$ cat src/rtl/pack_pkg.sv
// Shared types and constants for the byte-to-word packer.
// The optional PACK_PARITY_EN build adds a parity output to pack_8_32.
package pack_pkg;
  localparam int BYTES_PER_WORD = 4;
  localparam int WORD_W         = 32;
  localparam int BYTE_W         = 8;
  localparam int IDX_W          = 2;

  typedef enum logic [1:0] {
    IDLE    = 2'd0,
    COLLECT = 2'd1,
    FULL    = 2'd2
  } state_t;

  // Position 0 starts a fresh word, so stale lower bytes are cleared.
  function automatic logic [WORD_W-1:0] insert_byte(
    input logic [WORD_W-1:0] word,
    input logic [BYTE_W-1:0] b,
    input logic [IDX_W-1:0]  pos
  );
    logic [WORD_W-1:0] w;
    w = word;
    case (pos)
      2'd0:    w = {b, 24'h000000};
      2'd1:    w[23:16] = b;
      2'd2:    w[15:8]  = b;
      default: w[7:0]   = b;
    endcase
    return w;
  endfunction
endpackage

$ cat src/rtl/pack_byte_cnt.sv
// Byte index within the word being assembled: load restarts at 1 (sof resync),
// increment on accept, clear on word transfer.
module pack_byte_cnt
  import pack_pkg::*;
(
  input  logic             clk_4f,
  input  logic             reset_L,
  input  logic             load,
  input  logic             inc,
  input  logic             clr,
  output logic [IDX_W-1:0] idx
);

  always_ff @(posedge clk_4f or negedge reset_L) begin
    if (!reset_L)
      idx <= '0;
    else if (load)
      idx <= IDX_W'(1);
    else if (inc)
      idx <= idx + 1'b1;
    else if (clr)
      idx <= '0;
  end

endmodule

$ cat src/rtl/pack_8_32.sv
// Packs a byte stream (MSB first) into 32-bit words with valid/ready on both sides.
// Define PACK_PARITY_EN to add a registered even-parity output for data_out.
module pack_8_32
  import pack_pkg::*;
(
  input  logic              clk_4f,
  input  logic              reset_L,
  input  logic              valid_in,
  input  logic [BYTE_W-1:0] data_in,
  input  logic              sof_in,
  input  logic              ready_in,
  output logic              ready_out,
  output logic              valid_out,
  output logic [WORD_W-1:0] data_out,
  output logic              err_out
`ifdef PACK_PARITY_EN
  ,
  output logic              parity_out
`endif
);

  state_t            state;
  logic [IDX_W-1:0]  idx;
  logic [IDX_W-1:0]  pos;
  logic              accept;
  logic              xfer;
  logic              restart;
  logic [WORD_W-1:0] word_nxt;

  assign ready_out = !((state == FULL) && !ready_in);
  assign accept    = valid_in && ready_out;
  assign xfer      = valid_out && ready_in;
  // sof inside a partial word throws the partial away and starts over at byte 0
  assign restart   = accept && sof_in && (state == COLLECT);
  assign pos       = restart ? '0 : idx;
  assign word_nxt  = insert_byte(data_out, data_in, pos);

  pack_byte_cnt u_byte_cnt (
    .clk_4f  (clk_4f),
    .reset_L (reset_L),
    .load    (restart),
    .inc     (accept),
    .clr     (xfer),
    .idx     (idx)
  );

  always_ff @(posedge clk_4f or negedge reset_L) begin
    if (!reset_L) begin
      state     <= IDLE;
      valid_out <= 1'b0;
      err_out   <= 1'b0;
      data_out  <= '0;
    end else begin
      err_out <= restart;
      if (accept)
        data_out <= word_nxt;
      case (state)
        IDLE: begin
          if (accept)
            state <= COLLECT;
        end
        COLLECT: begin
          if (accept && !sof_in && (idx == IDX_W'(BYTES_PER_WORD - 1))) begin
            state     <= FULL;
            valid_out <= 1'b1;
          end
        end
        FULL: begin
          if (ready_in) begin
            valid_out <= 1'b0;
            state     <= accept ? COLLECT : IDLE;
          end
        end
        default: begin
          state     <= IDLE;
          valid_out <= 1'b0;
        end
      endcase
    end
  end

`ifdef PACK_PARITY_EN
  always_ff @(posedge clk_4f or negedge reset_L) begin
    if (!reset_L)
      parity_out <= 1'b0;
    else if (accept)
      parity_out <= ^word_nxt;
  end
`endif

endmodule
$ cat config.mk
export PLATFORM = sky130hd
export DESIGN_NAME = pack_8_32
export DESIGN_NICKNAME = d
export VERILOG_FILES = /design/src/rtl/pack_pkg.sv /design/src/rtl/pack_byte_cnt.sv /design/src/rtl/pack_8_32.sv
export SDC_FILE = /design/constraint.sdc
export NUM_CORES = 1
export LEC_CHECK = 0
export CORE_ASPECT_RATIO = 0.5
export CORE_MARGIN = 3
export CORE_UTILIZATION = 49
export DETAILED_ROUTE_END_ITERATION = 8
export PLACE_DENSITY = 0.91
export REMOVE_ABC_BUFFERS = 1
export SLEW_MARGIN = 20
export SYNTH_ARGS = -nofsm -noshare
export SYNTH_HDL_FRONTEND = slang
export SYNTH_SLANG_ARGS = --single-unit
$ cat constraint.sdc
create_clock -name clk_4f -period 4.6 [get_ports clk_4f]
set_input_delay 0.92 -clock clk_4f [delete_from_list [all_inputs] [get_ports clk_4f]]
set_output_delay 0.92 -clock clk_4f [all_outputs]
set_load 0.02 [all_outputs]
# Word-level counts from Yosys, hierarchy flattened
# Cells that the tools add are included.
# op_classes
addsub,1
bitwise_logic,2
n_reduce_logical,22
muxes,15
eq_ne,8
# op_table
op,count
one-hot mux 8 bit (2 select lines),3
2-to-1 mux 2 bit,7
AND reduction 2 bit,4
logical AND 1 bit,7
== test 2 bit (second input constant),3
one-hot mux 2 bit (3 select lines),1
AND reduction 3 bit,2
== test 2 x 1 -> 1 bit (second input constant),2
logical NOT 2 bit,2
!= test 2 bit (second input constant),2
nonzero test 2 bit,2
logical NOT 1 bit,3
2-to-1 mux 1 bit,3
one-hot mux 1 bit (3 select lines),1
nonzero test 3 bit,1
adder 2 x 1 -> 2 bit (second input constant),1
!= test 2 x 1 -> 1 bit (second input constant),1
inverter 1 bit,2
OR reduction 2 bit,1
# word_totals
input_bits,13
elab_cells,56
out_inout_bits,35
register_bits,38

# Depth between registers and ports, before layout
# Gate-level depths: netlist of the first run.
# logic_depth
ltp_word,11
ltp_mapped,7
ltp_nobuf,7

# Cells and area by module
# From an unflattened synthesis of the first run, not the netlist that was laid out.
# unflattened
cells_unflattened,122
hier_area_um2,1611.5
# by_module_without_submodules
module,instances,cells_each,area_per_inst_um2,seq_area_each_um2
pack_8_32,1,113,1520.2,900.9
pack_byte_cnt,1,9,91.3,50.0

# Least setup slack after synthesis of the first run
# No wires, ideal clock.
# synth_timing
path_kind,input to register
startpoint,input valid_in
endpoint,register data_out[0]
setup_time_ns,0.067
slack_ns,2.128
path_buffers,1
path_stages,7
required_ns,4.533
arrival_ns,2.405
cell_sequence,clkbuf_1 > nand3_1 > nand2_1 > ha_1 > nand3b_2 > nor2_1 > a22o_1
# synth_between
elab_chain_cells,8
elab_cells_between_ends,11
classes_between,eq/ne: 2; mux: 2; bitwise: 1; reduce/logical: 6
# synth_rtl
element,line,source
"start, declared",pack_8_32.sv:8,"input logic valid_in,"
logical AND 1 bit *,pack_8_32.sv:31,assign accept = valid_in && ready_out;
logical AND 1 bit (2 in series),pack_8_32.sv:34,assign restart = accept && sof_in && (state == COLLECT);
2-to-1 mux 2 bit,pack_8_32.sv:35,assign pos = restart ? '0 : idx;
== test 2 bit / == test 2 x 1 -> 1 bit (equally long branches),pack_pkg.sv:23,case (pos)
OR reduction 2 bit (no line),-,
inverter 1 bit (no line),-,
AND reduction 2 bit (no line),-,
"end signal, assigned",pack_8_32.sv:56,data_out <= word_nxt;
"end, declared",pack_8_32.sv:14,"output logic [WORD_W-1:0] data_out,"
# Mark *: on every way between the ends. The rest lies on a longest branch, timed or not.
# A chain may end at the register's enable or synchronous reset.

# Worst setup path in the final report of the first run
# layout_timing
startpoint,input ready_in
endpoint,output ready_out
# layout_between
elab_chain_cells,3
# layout_rtl
element,line,source
"start, declared",pack_8_32.sv:11,"input logic ready_in,"
logical NOT 1 bit,pack_8_32.sv:30,assign ready_out = !((state == FULL) && !ready_in);
logical AND 1 bit,pack_8_32.sv:30,
logical NOT 1 bit,pack_8_32.sv:30,
"end, declared",pack_8_32.sv:12,"output logic ready_out,"
# No other way between the ends.

==> reports/qor.yml, run 1 <==
status: "finished, final reports clean"
globalRoute.totalOverflow: 0
netlist_instances: 119
track_usage_pct: 23.5
async_flop_share_pct: 100
core_um2: 2830
crit_path_end: "ready_out"
worstMarginPinSlew_ps: 761
diodes: 0
first_pass_iters: 6
die_x_um: 86.3
yosys-top-cells-area: "dfrtp_1 (60%), a22o_1 (13%), mux2_4 (7.6%), ha_1 (3.2%), nand2_1 (2.4%)"
first_iter_violations: 106
grt_pass1_vias: 1238
fin_crit_sh_pct: 73.5
via_count: 1195
synthToLayoutAreaGrowth_pct: 36.9
required_ps: 3680
grt_max_degree: 39
power.density_nw_per_um2: 703
yosys_most_used_dff: "dfrtp_1"
fin_skew_ps: 8.40
path_depth: 3
die_area_um2: 3990
r2r_slack_ps: 2170
clk_latency_ps: 290
cts_root_buffer: "clkbuf_8"
cts.repair.resized: 0
rsz0062_at_grt: "false"
clk_pin_slew_ps: 70
grt_pass1_wl_mm: 6.75
numCtsBuffers: 5
io-pin-count: 48
holdBufCountCts: 0
fin_crit_ps: 3380
ant_nets: 0
finalHoldViolCount: 0
total_power_mw: 1.52
detail_route.drc_violations: 0
avgSynthCellArea_um2: 13.3
dp_hpwl_mm: 2.85
crit_fanout: 5
peakVddDrop_mv: 0.327
ys_warn_count: 0
power.leakage_nw: 1.00
synth_top_cell_by_area: "dfrtp_1"
worstSetupStartpoint: "ready_in"
ys_types: 22
cts_tree: "yes"
cap_violations: 0
antenna_found_initial: 0
crit_path_frequent_cell: "clkdlybuf4s50_1"
cts_setup_buffers: 0
path_buf_inv: 2
worst_ep_arrival_time_ps: 2460
slowest_stage: "clkdlybuf4s50_1"
final_max_slew_viol_count: 0
yosysSeqAreaShare_pct: 60.1
ys_seq_elements: 38
vias_per_cell: 5.75
hold_path_class: "register to register"
final_common_cell: "clkdlybuf4s50_1"
rows: 13
synth_top_area_share_pct: 60.1
max_stage_delay_ps: 590
gp_congestion: 0.737
critPathCaptureType: "output pin"
cts.sinks: 38
wl_per_cell_um: 20.0
netlist_area_um2: 1580
die_h_um: 46.2
fillers: 170
fin_util_pct: 76.5
cpLargestDelayFamily: "buffers and inverters"
layout_common_cells: "clkdlybuf4s50_1 (47), dfrtp_1 (38), a22o_1 (24)"
slew_headroom_pct: 49.1
drive_gt1_share_pct: 10.5
ff2ff_path_depth: 7
critical_path_class: "input port to output pin"
wirelength_mm: 4.16
finalSetupViolCount: 0
clockBufferDepth: 2
final_nets: 187
cts_max_level: 2
fmax_mhz: 296
cp-start-kind: "input port"
worstReg2RegEnd: "data_out[0]"
crit_chain: "clkdlybuf4s50_1 > or3b_1 > clkdlybuf4s50_1"
io_buffers: 47
start_util_pct: 55.9
reg2reg_from: "state[1]"
synth_edf_count: 0
tns_ps: 0
## sequential cells by signal, summed over array words and instances, names as in the netlist
signal and count:
err_out 1, state 2, data_out 32, valid_out 1
u_byte_cnt.idx 2
## logic make-up (layout without fill, tap and decap cells)
family,count (synthesis),in the layout,share of synthesized area [%]
flops,38,38,60.1
mux,8,8,7.60
compound gates,34,34,16.8
fa+ha+maj,4,4,3.16
simple gates,28,28,9.65
buf+inv,7,59,2.69
## power by group
part	internal [mW]	switching, mW
registers	0.464	0.0906
clock network	0.121	0.118
logic	0.362	0.367
## cells in the mapped netlist (all sizes together) (3+ instances only)
master and count:
buf 3, a21oi 3, nand2 10, o21ai 5, mux2 8, ha 4
dfrtp 38, inv 3, a22o 24, nor2 5
## how the worst min path moves through the flow
stage | from | endpoint | slack (ps) | cells after the start
floorplan | state[1] | state[1] | 510 | 1
CTS | data_out[4] | data_out[4] | 510 | 1
finish | data_out[4] | data_out[4] | 510 | 1
detailed placement | data_out[15] | data_out[15] | 490 | 1
global route | data_out[20] | data_out[20] | 520 | 1
global placement | data_out[10] | data_out[10] | 490 | 1
## through the flow
step | hold slack, ps | setup slack [ps] | area [um^2] | cells
2_1_floorplan | 512 | 2240 | 1550 | 115
3_3_place_gp | 489 | 1280 | 2070 | 200
4_1_cts | 511 | 1220 | 2170 | 208
5_1_grt | 518 | 1160 | 2170 | 208
6_report | 509 | 1220 | 2170 | 208
3_5_place_dp | 490 | 1200 | 2070 | 200
## area by class of cell
type | instances | area, um^2 | area share, %
clock buffers | 7 | 86.3 | 3.99
clock inverters | 1 | 5.00 | 0.231
well taps | 37 | 46.3 | 2.14
repair buffers | 48 | 478 | 22.1
flip-flops and latches | 38 | 951 | 43.9
multi-input cells | 74 | 588 | 27.2
inverters | 3 | 11.3 | 0.520
## per-layer routing
layer,track usage [%],share of wire (%),up-vias
li1,-,-,532
met1,29.3,44,604
met2,39.5,49,47
met3,6.79,4.4,12
met4,9.63,2.3,0
met5,0,0,-
No activity file was read; power rests on OpenSTA's default activity.
==> inputs of run 2 (changes only) <==
- CORE_UTILIZATION: 49 -> 46
- PLACE_DENSITY: 0.91 -> 0.87
- clock period: 4.6 -> 3.3 ns (I/O delays scaled with it)
==> reports/qor.yml, run 2 (synthesis results as in run 1) <==
crit_fanout: 5
slowest_stage: "clkdlybuf4s50_1"
start_util_pct: 50.4
seqCellArea_um2: 951
cts.sinks: 38
cts_tree: "yes"
grt_max_degree: 39
peakVddDrop_mv: 0.375
crit_chain: "clkdlybuf4s50_1 > or3b_1 > clkdlybuf4s50_1"
diodes: 0
cap_violations: 0
clk_latency_ps: 290
ant_nets: 0
cpLargestDelayFamily: "buffers and inverters"
grt_pass1_wl_mm: 6.00
grt_pass1_vias: 1197
whs_ps: 463
die_area_um2: 4220
largest_reg_flops: 32
fin_crit_ps: 2800
vias_per_cell: 5.61
top_regs: "data_out: 32 flops, state: 2 flops, u_byte_cnt.idx: 2 flops"
final_common_cell: "clkdlybuf4s50_1"
largest_register: "data_out"
cts.repair.resized: 0
slew_headroom_pct: 44.8
die_h_um: 47.5
track_usage_pct: 19.9
power.density_nw_per_um2: 974
rows: 14
fin_cells: 211
fin_skew_ps: 7.19
finalHoldViolCount: 0
clk_pin_slew_ps: 80
required_ps: 2640
cts_setup_buffers: 0
cts_root_buffer: "clkbuf_8"
clockBufferDepth: 2
path_buf_inv: 2
numCtsBuffers: 5
dp_hpwl_mm: 2.67
pre_cts_ws_ps: 499
first_iter_violations: 51
worst_slack_ps: 504
reg2reg_from: "state[1]"
crit_path_frequent_cell: "clkdlybuf4s50_1"
via_count: 1183
multi_input_area_um2: 588
io_buffers: 47
cp-start-kind: "input port"
holdBufCountCts: 0
status: "finished, final reports clean"
worstSetupStartpoint: "ready_in"
detail_route.drc_violations: 0
io-pin-count: 48
cts_max_level: 2
power.leakage_nw: 1.00
synthToLayoutAreaGrowth_pct: 37.1
worst_ep_arrival_time_ps: 2140
core_um2: 3140
fmax_mhz: 358
rsz0062_at_grt: "false"
placed_cells_incl_taps: 203
critPathCaptureType: "output pin"
gp_congestion: 0.835
final_nets: 187
fin_crit_sh_pct: 84.7
tns_ps: 0
globalRoute.totalOverflow: 0
antenna_found_initial: 0
max_stage_delay_ps: 570
fillers: 216
die_x_um: 88.9
drive_gt1_share_pct: 11.7
final_max_slew_viol_count: 0
finalSetupViolCount: 0
wirelength_mm: 3.84
first_pass_iters: 4
hold_path_class: "input port to asynchronous set/reset pin"
worstMarginPinSlew_ps: 828
wl_per_cell_um: 18.2
layout_common_cells: "clkdlybuf4s50_1 (46), dfrtp_1 (38), a22o_1 (24)"
critical_path_class: "input port to output pin"
## run 2: cell types whose count changed in the layout (fill, tap and decap cells not counted), sizes merged
cell | before | now
buf | 1 | 2
clkbuf | 7 | 6
clkdlybuf4s50 | 47 | 46
clkinvlp | 0 | 1
## run 2: cell type report
type	count	share of cell area, %
clock buffers	6	3.81
multi-input cells	74	27.1
well taps	40	2.31
inverters	3	0.519
repair buffers	48	21.8
clock inverters	2	0.577
flip-flops and latches	38	43.9
## run 2: stage by stage
step           area [um^2]  total power, mW  util (%)
4_1_cts               2170             2.12      69.2
3_3_place_gp          2070             1.75      66.1
6_report              2170             2.11      69.2
3_5_place_dp          2070             1.78      66.1
5_1_grt               2170             2.23      69.2
2_1_floorplan         1550             1.30         -
## run 2: worst paths after layout
path	to	slack, ps	depth (start not counted)
setup / recovery	ready_out	500	3
hold / removal	data_out[24]	460	1
setup reg to reg	data_out[0]	1220	8
hold reg to reg	data_out[11]	510	1
max in group asynchronous	data_out[4]	2310	1
min in group clk_4f	data_out[11]	510	1
## run 2: worst register-to-register path: stages (launching register included)
cell      delay (ps)
dfrtp_1          430
nor2b_1          170
nand3_1          140
nand2_1          150
ha_1             240
nand3b_2         360
nor2_1           170
buf_4            200
a22o_1           160
## run 2: routing by layer
metal  track usage, %  vias to the layer above  share of wire (%)
li1                 -                      539                  -
met1             26.3                      607                 47
met2             32.4                       32                 48
met3             4.64                        5                4.0
met4             8.73                        0                1.2
met5                0                        -                  0
## run 2: report_power, final
group | total [mW] | internal, mW | switching [mW]
logic | 1.00 | 0.506 | 0.498
registers | 0.774 | 0.647 | 0.128
clock network | 0.332 | 0.168 | 0.164
==> edit 1, RTL diff (flow settings as in run 2) <==
The option `PACK_PARITY_EN` is turned on by a define.
--- a/src/rtl/pack_8_32.sv
+++ b/src/rtl/pack_8_32.sv
@@ -1,5 +1,7 @@
 // Packs a byte stream (MSB first) into 32-bit words with valid/ready on both sides.
 // Define PACK_PARITY_EN to add a registered even-parity output for data_out.
+`define PACK_PARITY_EN
+
 module pack_8_32
   import pack_pkg::*;
 (
Formal check against the unedited RTL (old outputs only; new: parity_out): equivalent (Yosys induction, for registers that start in step).
==> edit 1 against run 2 <==
Synthesized cell count is 55% higher. Synthesized area up 28%. Cell area grew 21%. Register-to-register slack got worse by 0.35 ns. Sequential cell count rose by 1. Worst setup slack got worse by 0.0035 ns. Total power up 9.5%. Routed wire length increased by 22%. Largest power group unchanged.
==> edit 1: results <==
[cells_and_area]
fin_nets = 252
diodes = 0
stdcell_count = 289
largest_registers = data_out: 32 flops, state: 2 flops, u_byte_cnt.idx: 2 flops
drive_above_1_share_pct = 9.79
nFillCells = 323

[worst_setup_path]
cp-startpoint = sof_in
worst-path-max-fanout = 6
timing.rr.end = parity_out$_DFFE_PN0N_
worst_r2r_path_depth = 11
cpLargestDelayFamily = XOR/XNOR gates
crit_path_max_incr_delay_ns = 0.50

[yosys]
syn_avg_cell_area_um2 = 10.9
synth_xor_area_share_pct = 18.5
synth_cell_types = 29
synth_mux_area_share_pct = 4.94
synth_common_cells = dfrtp_1 (39), nand2_1 (29), xnor2_1 (28)
synth_fa_ha_area_share_pct = 3.09
synth_compound_area_share_pct = 13.4

[global_routing]
globalRouteMet2Util_pct = 30.1
grt_use_met3_pct = 3.95
grt_max_degree = 40
grt.total_usage_pct = 19.4
use_met1_pct = 27.7

[placement]
hpwl_mm = 3.43
gp_congestion = 0.825
dp.cells = 281
portBuffers = 48

[outcome]
run_status = finished clean

[clock_tree]
ctsResizeCount = 0

[route]
drt_iter0_markers = 106
drt-pass1-iter-count = 4
wl_per_cell_um = 16.2
vias = 1528

[timing]
fin_skew_ns = 0.00590
worst_slew_pin_slew_ns = 0.878
holdWs_ns = 0.470

[power]
peakVddDrop_mv = 0.551
## edit 1: through the flow
stage                     setup WS (ns)  instance area, µm²  total power [µW]
after global placement            0.256                2550              1970
after global routing              0.246                2630              2460
after floorplan                   0.890                2000              1570
after detailed placement          0.189                2550              2000
after CTS                         0.502                2630              2320
final                             0.501                2630              2310
## edit 1: kinds of logic after synthesis
kind of cell / count (synthesis)
muxes: 9
AOI/OAI and AO/OA: 36
DFF: 39
buffers and inverters: 10
xor gates and xnor gates: 41
adders and majority gates: 5
and+or+nand+nor: 45
## edit 1: area by class of cell
type / count / area share, %
tap: 54 / 2.57
inverter: 3 / 0.428
clock buffer: 6 / 2.76
clock inverter: 2 / 0.476
sequential: 39 / 37.1
multi-input combinational: 136 / 38.3
timing repair buffer: 49 / 18.4
## edit 1: power by group
part           switching, µW  internal, µW
clock network            169           148
logic                    618           635
registers                127           614
## edit 1: worst max-delay path by stage
stage                              to  slack, ns  depth (start not counted)
3_5_place_dp   parity_out$_DFFE_PN0N_       0.19                         12
4_1_cts        parity_out$_DFFE_PN0N_       0.50                         12
3_3_place_gp   parity_out$_DFFE_PN0N_       0.26                         12
5_1_grt        parity_out$_DFFE_PN0N_       0.25                         12
2_1_floorplan  parity_out$_DFFE_PN0N_       0.89                         11
6_report       parity_out$_DFFE_PN0N_       0.50                         12
## edit 1: worst register-to-register path, cell delays in order (launching register included)
cell and delay [ns]:
dfrtp_1 0.42, nand4b_1 0.23, nand2_1 0.21, inv_1 0.09, ha_1 0.28, nor2_1 0.22
a22oi_1 0.15, xor2_1 0.19, xnor2_1 0.14, xnor2_1 0.19, xnor2_1 0.14, o21ai_1 0.07
## edit 1: metal layers
metal	vias up	part of all wire [%]
met5	-	0
met4	0	0.81
met3	7	3.6
met2	35	47
met1	758	49
li1	728	-
==> edit 2, RTL diff (config.mk and constraints of run 2) <==
Without the edit above. Put one more register stage on the output `err_out`, cleared by the reset. The value now appears one clock later. The other outputs are not delayed to match.
--- a/src/rtl/pack_8_32.sv
+++ b/src/rtl/pack_8_32.sv
@@ -18,6 +18,8 @@
   output logic              parity_out
 `endif
 );
+
+  logic err_s0;
 
   state_t            state;
   logic [IDX_W-1:0]  idx;
@@ -48,10 +50,10 @@
     if (!reset_L) begin
       state     <= IDLE;
       valid_out <= 1'b0;
-      err_out   <= 1'b0;
+      err_s0    <= 1'b0;
       data_out  <= '0;
     end else begin
-      err_out <= restart;
+      err_s0 <= restart;
       if (accept)
         data_out <= word_nxt;
       case (state)
@@ -88,4 +90,12 @@
   end
 `endif
 
+  always_ff @(posedge clk_4f or negedge reset_L) begin
+    if (!reset_L) begin
+      err_out <= '0;
+    end else begin
+      err_out <= err_s0;
+    end
+  end
+
 endmodule
Formal check against the unedited RTL: not equivalent (Yosys sat finds a counterexample within 4 cycles, from zero or initial values and one cycle with reset_L low).
==> edit 2 against run 2 <==
Total power is 0.57% lower. Register-to-register slack worse by 0.25 ns. Final cell count is 6.2% higher. Sequential cell count is 1 higher. Routed wire length is 3.1% higher. Synthesized area is 2.5% higher. Cell area is 2.6% higher. Fmax is 0.78% lower. Worst setup slack worse by 0.022 ns. Global-route usage is 0.21 points lower. Largest cell class unchanged.
==> edit 2: results <==
[timing]
fin_crit_ns = 2.82
slew-limit-headroom_pct = 42.6
holdWs_ns = 0.349
fin_skew_ns = 0.00804

[cells_and_area]
regMostFlops = data_out
drive_above_1_share_pct = 11.4
diodes = 0
fin_nets = 193
largest_registers = data_out: 32 flops, state: 2 flops, u_byte_cnt.idx: 2 flops

[worst_setup_path]
cpLargestDelayFamily = buffers and inverters
crit_path_max_incr_delay_ns = 0.58
worstPathArrival_ns = 2.16
r2r-start = state[1]$_DFFE_PN0P_
worst-path-max-fanout = 5
timing.rr.end = data_out[7]$_DFFE_PN0P_
crit_slowest_cell = clkdlybuf4s50_1
worst_r2r_path_depth = 7
reg2reg_slack_ns = 0.97

[yosys]
synth_cell_types = 23
synthTopCellsByArea = dfrtp_1 (60%), a22o_1 (13%), mux2_4 (7.4%)
synthArstFlopShare_pct = 100
ys_seq_area_share_pct = 60.2
ys.flop_type = dfrtp_1
synth_common_cells = dfrtp_1 (39), a22o_1 (24), nand2_1 (11)
yosysWarnings = 0

[min_path]
hp-start = err_s0$_DFF_PN0_
whs_endpoint = err_out$_DFF_PN0_
min_delay_path_depth = 0
hold_class = reg -> reg

[placement]
hpwl_mm = 2.75
gp_congestion = 0.811
post-place-ws_ns = 0.375
portBuffers = 47
place_area_mm2 = 0.00214

[global_routing]
grt.total_usage_pct = 19.7
grt_first_pass_wirelength_mm = 6.33
grt_antenna_before_repair = 0
grt_pass1_vias = 1198
grt_max_degree = 40

[outcome]
run_status = finished clean

[clock_tree]
htree_levels = 2
cts_inserted_buffers = 5
cts-root-buf = clkbuf_8
ctsResizeCount = 0
cts.clk_slew.worst_paths_ns = 0.07
cts_buffer_depth = 2
ctsHoldBuffers = 0
clk_latency_ns = 0.29
cts_setup_buffers = 0

[power]
leakage_uw = 0.00105
peakVddDrop_mv = 0.384
power_switching_uw = 784

[route]
routed_wl_mm = 3.95
avgViaCountPerCell = 5.41
drt_iter0_markers = 68
drt-pass1-iter-count = 4
-- edit 2: cell types whose count changed in the layout (fill, tap and decap cells not counted), moves of 2 or more --
cell | before | now
a21oi_1 | 3 | 5
a31oi_1 | 0 | 2
a41o_1 | 0 | 2
inv_1 | 3 | 5
nand3_1 | 2 | 4
nor2_1 | 5 | 3
nor2b_1 | 2 | 0
nor3b_1 | 2 | 0
o21a_1 | 2 | 0
-- edit 2: worst max path at each step --
stage,start,to
global route,ready_in,ready_out
floorplan,sof_in,data_out[0]$_DFFE_PN0P_
global placement,ready_in,ready_out
detailed placement,sof_in,data_out[6]$_DFFE_PN0P_
CTS,ready_in,ready_out
finish,ready_in,ready_out
-- edit 2: logic make-up after synthesis --
group / count (synthesis) / share of synthesized area [%]
flip-flops: 39 / 60.2
AO/OA/AOI/OAI: 38 / 18.1
adder cells (fa/ha/maj): 4 / 3.09
multiplexers: 8 / 7.41
AND/OR/NAND/NOR: 26 / 8.57
buffers and inverters: 9 / 2.62
-- edit 2: final cells by class --
type / count / area [µm²]
Clock inverter: 1 / 5.00
Sequential cell: 39 / 976
Timing Repair Buffer: 49 / 480
Multi-Input combinational cell: 76 / 602
Fill cell: 216 / 946
Inverter: 5 / 18.8
Tap cell: 48 / 60.1
Clock buffer: 6 / 82.6
-- edit 2: routing by layer --
layer	vias to the layer above	GRT usage, %	share of wire [%]
met5	-	0	0
met4	0	9.73	2.0
met3	9	5.49	4.4
met2	26	33.2	49
met1	614	24.8	45
li1	563	-	-
-- edit 2: per-stage QoR --
| stage | std cells | total power [µW] |
|---|---|---|
| after floorplan | 120 | 1310 |
| after global placement | 217 | 1740 |
| after detailed placement | 217 | 1770 |
| after CTS | 224 | 2110 |
| after global routing | 224 | 2210 |
| final | 224 | 2100 |
-- edit 2: worst reg2reg max path, stage by stage (launching register included) --
cell and delay (ns):
dfrtp_1 0.43, and2b_1 0.26, nand3_1 0.14, nand2_1 0.17, ha_1 0.25, nand3b_2 0.32, nor2_1 0.47, a22o_1 0.22
-- edit 2: power groups by stage --
stage	Sequential [µW]	Clock, µW	Combinational [µW]
6_report	782	326	991
5_1_grt	805	350	1050
4_1_cts	781	329	999
3_5_place_dp	784	0	990
3_3_place_gp	779	0	956
2_1_floorplan	953	0	356
